## src/rtl/life_row_engine_if.sv

```systemverilog
// Row-stream bus for the life row engine: one input row stream, one output row stream.
interface life_row_engine_if #(
   parameter int WIDTH = 8
);
   logic             in_valid;
   logic             in_ready;
   logic [WIDTH-1:0] in_row;
   logic             in_last;
   logic             out_valid;
   logic             out_ready;
   logic [WIDTH-1:0] out_row;
   logic             out_last;

   modport slave (
      input  in_valid, in_row, in_last, out_ready,
      output in_ready, out_valid, out_row, out_last
   );

   modport master (
      output in_valid, in_row, in_last, out_ready,
      input  in_ready, out_valid, out_row, out_last
   );
endinterface

```

## src/rtl/life_row_engine.sv

```systemverilog
// Streaming cellular-automaton row engine: takes a frame row by row and emits the
// next generation of each row once its lower neighbour row has arrived.
module life_row_engine #(
   parameter int         WIDTH   = 8,
   parameter logic [8:0] BIRTH   = 9'b000001000,
   parameter logic [8:0] SURVIVE = 9'b000001100,
   parameter bit         WRAP    = 1'b0
) (
   input  logic              clk_i,
   input  logic              rst_i,
   life_row_engine_if.slave  bus
);

   typedef enum logic [1:0] {S_IDLE, S_ACTIVE, S_FLUSH} state_t;

   state_t           state_q, state_d;
   logic [WIDTH-1:0] above_q, above_d;
   logic [WIDTH-1:0] cur_q, cur_d;
   logic [WIDTH-1:0] out_row_q, out_row_d;
   logic             out_last_q, out_last_d;
   logic             out_vld_q, out_vld_d;

   logic             out_free;
   logic             in_ready;
   logic             in_fire;
   logic [WIDTH-1:0] below_row;
   logic [WIDTH-1:0] next_row_w;

   // Rows are extended by one column on each side: index 0 is column -1,
   // index WIDTH+1 is column WIDTH; those edge columns are dead or wrapped.
   function automatic logic [WIDTH+1:0] extend(input logic [WIDTH-1:0] r);
      logic lo, hi;
      lo = WRAP ? r[WIDTH-1] : 1'b0;
      hi = WRAP ? r[0]       : 1'b0;
      extend = {hi, r, lo};
   endfunction

   function automatic logic [WIDTH-1:0] next_gen(input logic [WIDTH-1:0] a,
                                                 input logic [WIDTH-1:0] c,
                                                 input logic [WIDTH-1:0] b);
      logic [WIDTH+1:0] ea, ec, eb;
      logic [3:0]       n;
      next_gen = '0;
      ea = extend(a);
      ec = extend(c);
      eb = extend(b);
      for (int i = 0; i < WIDTH; i++) begin
         n = 4'(ea[i]) + 4'(ea[i+1]) + 4'(ea[i+2])
           + 4'(ec[i])               + 4'(ec[i+2])
           + 4'(eb[i]) + 4'(eb[i+1]) + 4'(eb[i+2]);
         next_gen[i] = c[i] ? SURVIVE[n] : BIRTH[n];
      end
   endfunction

   assign out_free  = !out_vld_q || bus.out_ready;
   assign in_ready  = (state_q != S_FLUSH) && out_free;
   assign in_fire   = bus.in_valid && in_ready;
   // One shared neighbourhood engine: the row below is dead when flushing the bottom row.
   assign below_row = (state_q == S_FLUSH) ? '0 : bus.in_row;
   assign next_row_w = next_gen(above_q, cur_q, below_row);

   assign bus.in_ready  = in_ready;
   assign bus.out_valid = out_vld_q;
   assign bus.out_row   = out_row_q;
   assign bus.out_last  = out_last_q;

   // Next-state logic: row shifting, output generation and frame sequencing.
   always_comb begin
      state_d    = state_q;
      above_d    = above_q;
      cur_d      = cur_q;
      out_row_d  = out_row_q;
      out_last_d = out_last_q;
      out_vld_d  = out_vld_q && !bus.out_ready;
      case (state_q)
         S_IDLE: begin
            if (in_fire) begin
               cur_d   = bus.in_row;
               above_d = '0;
               state_d = bus.in_last ? S_FLUSH : S_ACTIVE;
            end
         end
         S_ACTIVE: begin
            if (in_fire) begin
               out_row_d  = next_row_w;
               out_last_d = 1'b0;
               out_vld_d  = 1'b1;
               above_d    = cur_q;
               cur_d      = bus.in_row;
               state_d    = bus.in_last ? S_FLUSH : S_ACTIVE;
            end
         end
         S_FLUSH: begin
            if (out_free) begin
               out_row_d  = next_row_w;
               out_last_d = 1'b1;
               out_vld_d  = 1'b1;
               state_d    = S_IDLE;
            end
         end
         default: state_d = S_IDLE;
      endcase
   end

   // State and row registers; reset abandons any partial frame.
   always_ff @(posedge clk_i) begin
      if (rst_i) begin
         state_q    <= S_IDLE;
         above_q    <= '0;
         cur_q      <= '0;
         out_row_q  <= '0;
         out_last_q <= 1'b0;
         out_vld_q  <= 1'b0;
      end else begin
         state_q    <= state_d;
         above_q    <= above_d;
         cur_q      <= cur_d;
         out_row_q  <= out_row_d;
         out_last_q <= out_last_d;
         out_vld_q  <= out_vld_d;
      end
   end

endmodule

```

## src/flat_wrapper.sv

```systemverilog
// flat-port wrapper written by rule: the top's interface ports become plain ports
module life_row_engine_flat 
#(
   parameter int         WIDTH   = 8,
   parameter logic [8:0] BIRTH   = 9'b000001000,
   parameter logic [8:0] SURVIVE = 9'b000001100,
   parameter bit         WRAP    = 1'b0
)
  (clk_i, rst_i, bus_in_valid, bus_in_row, bus_in_last, bus_out_ready, bus_in_ready, bus_out_valid, bus_out_row, bus_out_last);
  life_row_engine_if #(.WIDTH(WIDTH)) bus_i ();
  input  logic clk_i;
  input  logic rst_i;
  input wire logic [$bits(bus_i.in_valid)-1:0] bus_in_valid;
  input wire logic [$bits(bus_i.in_row)-1:0] bus_in_row;
  input wire logic [$bits(bus_i.in_last)-1:0] bus_in_last;
  input wire logic [$bits(bus_i.out_ready)-1:0] bus_out_ready;
  output wire logic [$bits(bus_i.in_ready)-1:0] bus_in_ready;
  output wire logic [$bits(bus_i.out_valid)-1:0] bus_out_valid;
  output wire logic [$bits(bus_i.out_row)-1:0] bus_out_row;
  output wire logic [$bits(bus_i.out_last)-1:0] bus_out_last;
  assign bus_i.in_valid = bus_in_valid;
  assign bus_i.in_row = bus_in_row;
  assign bus_i.in_last = bus_in_last;
  assign bus_i.out_ready = bus_out_ready;
  assign bus_in_ready = bus_i.in_ready;
  assign bus_out_valid = bus_i.out_valid;
  assign bus_out_row = bus_i.out_row;
  assign bus_out_last = bus_i.out_last;
  life_row_engine #(.WIDTH(WIDTH), .BIRTH(BIRTH), .SURVIVE(SURVIVE), .WRAP(WRAP)) u_core (.clk_i(clk_i), .rst_i(rst_i), .bus(bus_i));
endmodule
```

## config.mk

```make
export PLATFORM = sky130hd
export DESIGN_NAME = life_row_engine_flat
export DESIGN_NICKNAME = d
export VERILOG_FILES = /design/src/rtl/life_row_engine_if.sv /design/src/rtl/life_row_engine.sv /design/src/flat_wrapper.sv
export SDC_FILE = /design/constraint.sdc
export NUM_CORES = 1
export LEC_CHECK = 0
export ABC_CLOCK_PERIOD_IN_PS = 8650
export BUFFER_PORTS_ARGS = -buffer_cell sky130_fd_sc_hd__buf_4
export CAP_MARGIN = 25
export CORE_UTILIZATION = 45
export DETAILED_ROUTE_END_ITERATION = 10
export HOLD_SLACK_MARGIN = 0.06
export SYNTH_ARGS = -nofsm -noshare
export SYNTH_HDL_FRONTEND = slang
export SYNTH_SLANG_ARGS = --single-unit
```

## constraint.sdc

```tcl
create_clock -name clk_i -period 8.65 [get_ports clk_i]
set_input_delay 1.2975 -clock clk_i [delete_from_list [all_inputs] [get_ports clk_i]]
set_output_delay 1.2975 -clock clk_i [all_outputs]
set_load 0.005 [all_outputs]
```

Yosys cells after proc, flatten, opt, wreduce, memory -nomap -nowiden:

Memories as Yosys holds them, arrays and structs flattened.
Cells that the tools add are included.
W data, S select, Z words.

* add/subtract/negate cells: 49
* $lt $le $gt $ge: 8
* equality and inequality tests: 7
* muxes and demuxes: 41
* reductions and logical operators: 14

Operators with widths (number)
* $add A4 B1 Y4: 42
* $lt A4 B5 Y1 const B: 8
* $mux W8: 5
* $pmux W8 S2: 2
* $mux W1: 28
* $add A1 B1 Y2: 7
* $ne A2 B1 Y1 const B: 4
* $mux W2: 3
* $reduce_and A3 Y1: 2
* $pmux W1 S2: 2
* $pmux W2 S2: 1
* $reduce_and A2 Y1: 2
* $reduce_bool A2 Y1: 2
* $logic_and A1 B1 Y1: 3
* $eq A2 B1 Y1 const B: 1
* $eq A2 B2 Y1 const B: 1
* $logic_not A1 Y1: 2
* $logic_not A2 Y1: 1
* $ne A2 B2 Y1 const B: 1
* $reduce_or A2 Y1: 1
* $logic_or A1 B1 Y1: 1

* flip-flop bits (word level): 28
* bits in read-only memories: 256
* logic and storage cells: 141
* memories: 16

Memory list
* (name not given): words 16, width 1, read ports 1, clocked after Yosys merged registers in 0, wr ports 0, line life_row_engine.sv:51 `next_gen[i] = c[i] ? SURVIVE[n] : BIRTH[n];`
* (name not given): words 16, width 1, read ports 1, clocked after Yosys merged registers in 0, wr ports 0, line life_row_engine.sv:51
* (name not given): words 16, width 1, read ports 1, clocked after Yosys merged registers in 0, wr ports 0, line life_row_engine.sv:51
* (name not given): words 16, width 1, read ports 1, clocked after Yosys merged registers in 0, wr ports 0, line life_row_engine.sv:51
* (name not given): words 16, width 1, read ports 1, clocked after Yosys merged registers in 0, wr ports 0, line life_row_engine.sv:51
* (name not given): words 16, width 1, read ports 1, clocked after Yosys merged registers in 0, wr ports 0, line life_row_engine.sv:51
* +10 memories

Depth between registers and ports, before layout:

* depth in word-level cells: 12
* gate-level depth with buffers: 16
* gate-level depth less buffers: 15

Least setup slack after synthesis:

Ideal clock, no wire load.

* kind: input -> register
* from: input port bus_in_row[6]
* to: register u_core.out_row_q[5] (netlist: u_core.bus.out_row[5])
* setup time: 0.070 ns
* arrival: 4.012 ns
* data required time: 8.580 ns
* setup slack: 4.568 ns
* cell stages on the path: 11
* path through: nand2b_1 > fa_1 > fa_1 > inv_1 > fa_1 > inv_1 > fa_1 > a2111oi_0 > a21oi_1 > or4_1 > a21oi_1

* word-level cells in the longest chain between the ends: 7
* elaborated cells between the ends (all ways): 10

RTL lines
* from (decl): line flat_wrapper.sv:14 `input wire logic [$bits(bus_i.in_row)-1:0] bus_in_row;`
* $mux W8 (*): line life_row_engine.sv:59 `assign below_row = (state_q == S_FLUSH) ? '0 : bus.in_row;`
* $add A4 B1 Y4 (*): line life_row_engine.sv:50 `+ 4'(eb[i]) + 4'(eb[i+1]) + 4'(eb[i+2]);`
* $mem_v2 Z16 W1
* $mux W1 (implied by the code): line life_row_engine.sv:51
* $mux W1 (*): line life_row_engine.sv:51
* $mux W8, on equally long branches: line life_row_engine.sv:94, life_row_engine.sv:84
* $pmux W8 S2 (*): line life_row_engine.sv:75 `case (state_q)`
* to (signal assigned): line life_row_engine.sv:118 `out_row_q <= out_row_d;`
* to (decl): line life_row_engine.sv:19 `logic [WIDTH-1:0] out_row_q, out_row_d;`

Mark *: on every way between the ends. The rest lies on a longest branch, timed or not. The select of a mux whose other input is x is not followed.
A chain may end at the register's enable or synchronous reset.

Final worst setup path:

* from: input port bus_in_row[0]
* to: register u_core.out_row_q[1] (netlist: u_core.bus.out_row[1])

* word-level cells in the longest chain between the ends: 9
* elaborated cells between the ends (all ways): 12

RTL lines (line)
* $mux W8 (*): life_row_engine.sv:59
* $add A4 B1 Y4 (*) (3 in a row): life_row_engine.sv:50
* $mem_v2 Z16 W1
* $mux W1 (implied by the code): life_row_engine.sv:51
* $mux W1 (*): life_row_engine.sv:51
* $mux W8, on equally long branches: life_row_engine.sv:94, life_row_engine.sv:84
* $pmux W8 S2 (*): life_row_engine.sv:75

Marked as above.

==> results.sh <==
export IMPL_p_leak_nw=1.231
export IMPL_slew_headroom_pct=47.91
export IMPL_netlist_area_leader_share_pct=23.70
export IMPL_layout_commonest_cell="inv_1"
export IMPL_core_area_um2=5075
export IMPL_syn_inst=274
export IMPL_ys_seq_elements=28
export IMPL_synth_area_leaders="dfxtp_1 (24%), fa_1 (24%), ha_1 (13%), inv_1 (10%), a21oi_1 (4.9%)"
export IMPL_grt_pass1_vias=1792
export IMPL_top_layer="met4"
export IMPL_clock_fmax_mhz=244.9
export IMPL_cts_buffers_inserted=3
export IMPL_cp_num_buf_inv=4
export IMPL_crit_top_cell="fa_1"
export IMPL_holdWs_ns=0.4567
export IMPL_rsz0062_at_grt="no"
export IMPL_dr_pass1_iters=4
export IMPL_ir_drop_mv=0.06594
export IMPL_cp_required_ns=8.87
export IMPL_dp_hpwl_um=3460
export IMPL_fp_dieH_um=74.49
export IMPL_worstSetupPathType="in -> reg"
export IMPL_nets=362
export IMPL_syn_num_nets=339
export IMPL_cp_start_kind="primary input"
export IMPL_cts_max_level=1
export IMPL_cts_tree="done"
export IMPL_routedWlPerCell_um=12.18
export IMPL_cpPeakStageDelay_ns=0.47
export IMPL_gp_congestion=0.7791
export IMPL_place_area_um2=2605
export IMPL_via_count=1743
export IMPL_fp_dieW_um=74.49
export IMPL_cts_buffer_depth=2
export IMPL_initial_utilization_pct=46.60
export IMPL_drive_gt1_share_pct=12.16
export IMPL_grt_usage_pct=18.84
export IMPL_drt_vias_per_instance=4.762
export IMPL_rows=26
export IMPL_synth_area_um2=2365
export IMPL_ant_nets=0
export IMPL_clk_pin_slew_worst_paths_ns=0.10
export IMPL_holdBufCountCts=0
export IMPL_wl_um=4458
export IMPL_cts_setup_buffers=0
export IMPL_antenna_cells=0
export IMPL_finalWorstSetupSlack_ns=4.568
export IMPL_drt_iter0_markers=77
export IMPL_synth_area_leader_cell="dfxtp_1"
export IMPL_dr_wl_met3_um=162
export IMPL_cp_max_fo=2
export IMPL_cts_num_sinks=28
export IMPL_fin_worst_skew_ns=0.005486
export IMPL_cts_resized=0
export IMPL_worstPathArrival_ns=4.30
export IMPL_wl_met1_um=2199
export IMPL_slowest_stage="fa_1"
export IMPL_fin_crit_sh_pct=47.20
export IMPL_fin_util_pct=52.42
export IMPL_drv_cap=0
export IMPL_cellPowerDensity_nw_per_um2=129.8
export IMPL_tightest_slew_ns=0.7812
export IMPL_hold_class="reg -> reg"
export IMPL_final_max_slew_viol_count=0
export IMPL_grt_overflow_total=0
export IMPL_avgSynthCellArea_um2=8.631
export IMPL_die_area_um2=5549
export IMPL_hold_violations=0
export IMPL_areaGrowthSynthToFinish_pct=12.49
export IMPL_fin_setup_tns_ns=0
export IMPL_mostFrequentLayoutCells="inv_1 (66), nand2_1 (28), fa_1 (28), dfxtp_1 (28), buf_4 (25)"
export IMPL_status="finished clean"
export IMPL_end_kind="register"
export IMPL_synth_yosys_seq_area_share_pct=23.70
export IMPL_crit_chain="buf_4 > nor2b_1 > fa_1 > inv_1 > fa_1 > inv_1 > fa_1 > inv_1 > fa_1 > a2111oi_0 > a21oi_1 > or4_1 > a21oi_1"
export IMPL_fin_crit_ns=4.083
export IMPL_fin_area_um2=2660
export IMPL_grt_max_degree=29
export IMPL_portBuffers=23
export IMPL_dpl_worst_slack_ns=4.260
export IMPL_grt_first_pass_wirelength_um=7962
export IMPL_cp_top_family="adder cells"
export IMPL_antenna_found_initial=0
export IMPL_root_buffer="clkbuf_8"
export IMPL_ioPinCount=24
export IMPL_insertion_delay_ns=0.28
export IMPL_met2_length_um=2069
export IMPL_ys_types=30
export IMPL_drc=0
export IMPL_yosys_warnings=0
export IMPL_setup_viol=0
-- final timing paths --
| path | start | to | slack (ns) | cells after the start |
|---|---|---|---|---|
| hold / removal | u_core.bus.out_row[2]$_SDFFE_PP0P_ | u_core.bus.out_row[2]$_SDFFE_PP0P_ | 0.46 | 2 |
| hold reg to reg | u_core.bus.out_row[2]$_SDFFE_PP0P_ | u_core.bus.out_row[2]$_SDFFE_PP0P_ | 0.46 | 2 |
| setup / recovery | bus_in_row[0] | u_core.bus.out_row[1]$_SDFFE_PP0P_ | 4.57 | 13 |
| setup reg to reg | u_core.state_q[0]$_SDFFE_PP0P_ | u_core.bus.out_row[1]$_SDFFE_PP0P_ | 4.64 | 15 |
-- worst register-to-register path, cell delays in order (launching register included) --
cell       delay (ns)
dfxtp_1          0.34
inv_1            0.08
ha_1             0.55
nand2b_1         0.24
inv_1            0.10
fa_1             0.49
inv_1            0.05
fa_1             0.42
inv_1            0.08
fa_1             0.19
inv_1            0.06
fa_1             0.38
a2111oi_0        0.31
a21oi_1          0.07
or4_1            0.47
a21oi_1          0.12
-- metrics by stage --
step	std cells	power [mW]
3_5_place_dp	362	0.2644
3_3_place_gp	362	0.2614
5_1_grt	366	0.3760
2_1_floorplan	274	0.2300
4_1_cts	366	0.3513
6_report	366	0.3451
-- Yosys cell counts --
cell	n
or4_1	6
clkbuf_1	4
nor2b_1	4
inv_1	66
nand2_1	28
and2_2	1
dfxtp_1	28
nand2b_1	9
buf_6	1
or4b_1	2
o21ai_2	1
nand3_1	1
inv_2	1
ha_1	24
o21ai_0	1
a2111oi_0	3
or2_2	1
nor3_4	1
nor2b_4	1
a32oi_1	1
buf_2	1
nor4_2	1
buf_1	1
fa_1	28
mux2i_1	1
nor2_1	23
a22oi_1	8
o21ai_1	1
a21oi_1	23
a31oi_1	3
-- logic make-up after synthesis --
group,Yosys count,synth area share [%]
simple gates,78,16.88
buf+inv,74,12.12
fa+ha+maj,52,36.40
compound gates,41,10.48
flops,28,23.70
mux,1,0.4233
-- report_power, final --
part	internal, mW	switching (mW)
sequential	0.136	0.00746
clock	0.0408	0.0448
combinational	0.0500	0.0658
total	0.227	0.118
-- metal layers --
layer	GRT usage, %	up-vias
li1	-	902
met1	25.23	814
met2	31.93	25
met3	2.439	2
met4	5.241	0
met5	0	-
-- sequential cells by signal, indices dropped and copies added (netlist names) --
name / count
u_core.bus.out_row: 8
u_core.cur_q: 8
u_core.bus.out_last: 1
u_core.bus.out_valid: 1
u_core.above_q: 8
u_core.state_q: 2
-- area by class of cell --
class	instances	area, µm²
clock buffer	4	55.05
fill	495	2415
inverter	67	251.5
multi-input combinational	172	1518
sequential	28	560.5
tap	70	87.58
timing repair buffer	25	187.7
No activity file was read; power rests on OpenSTA's default activity.
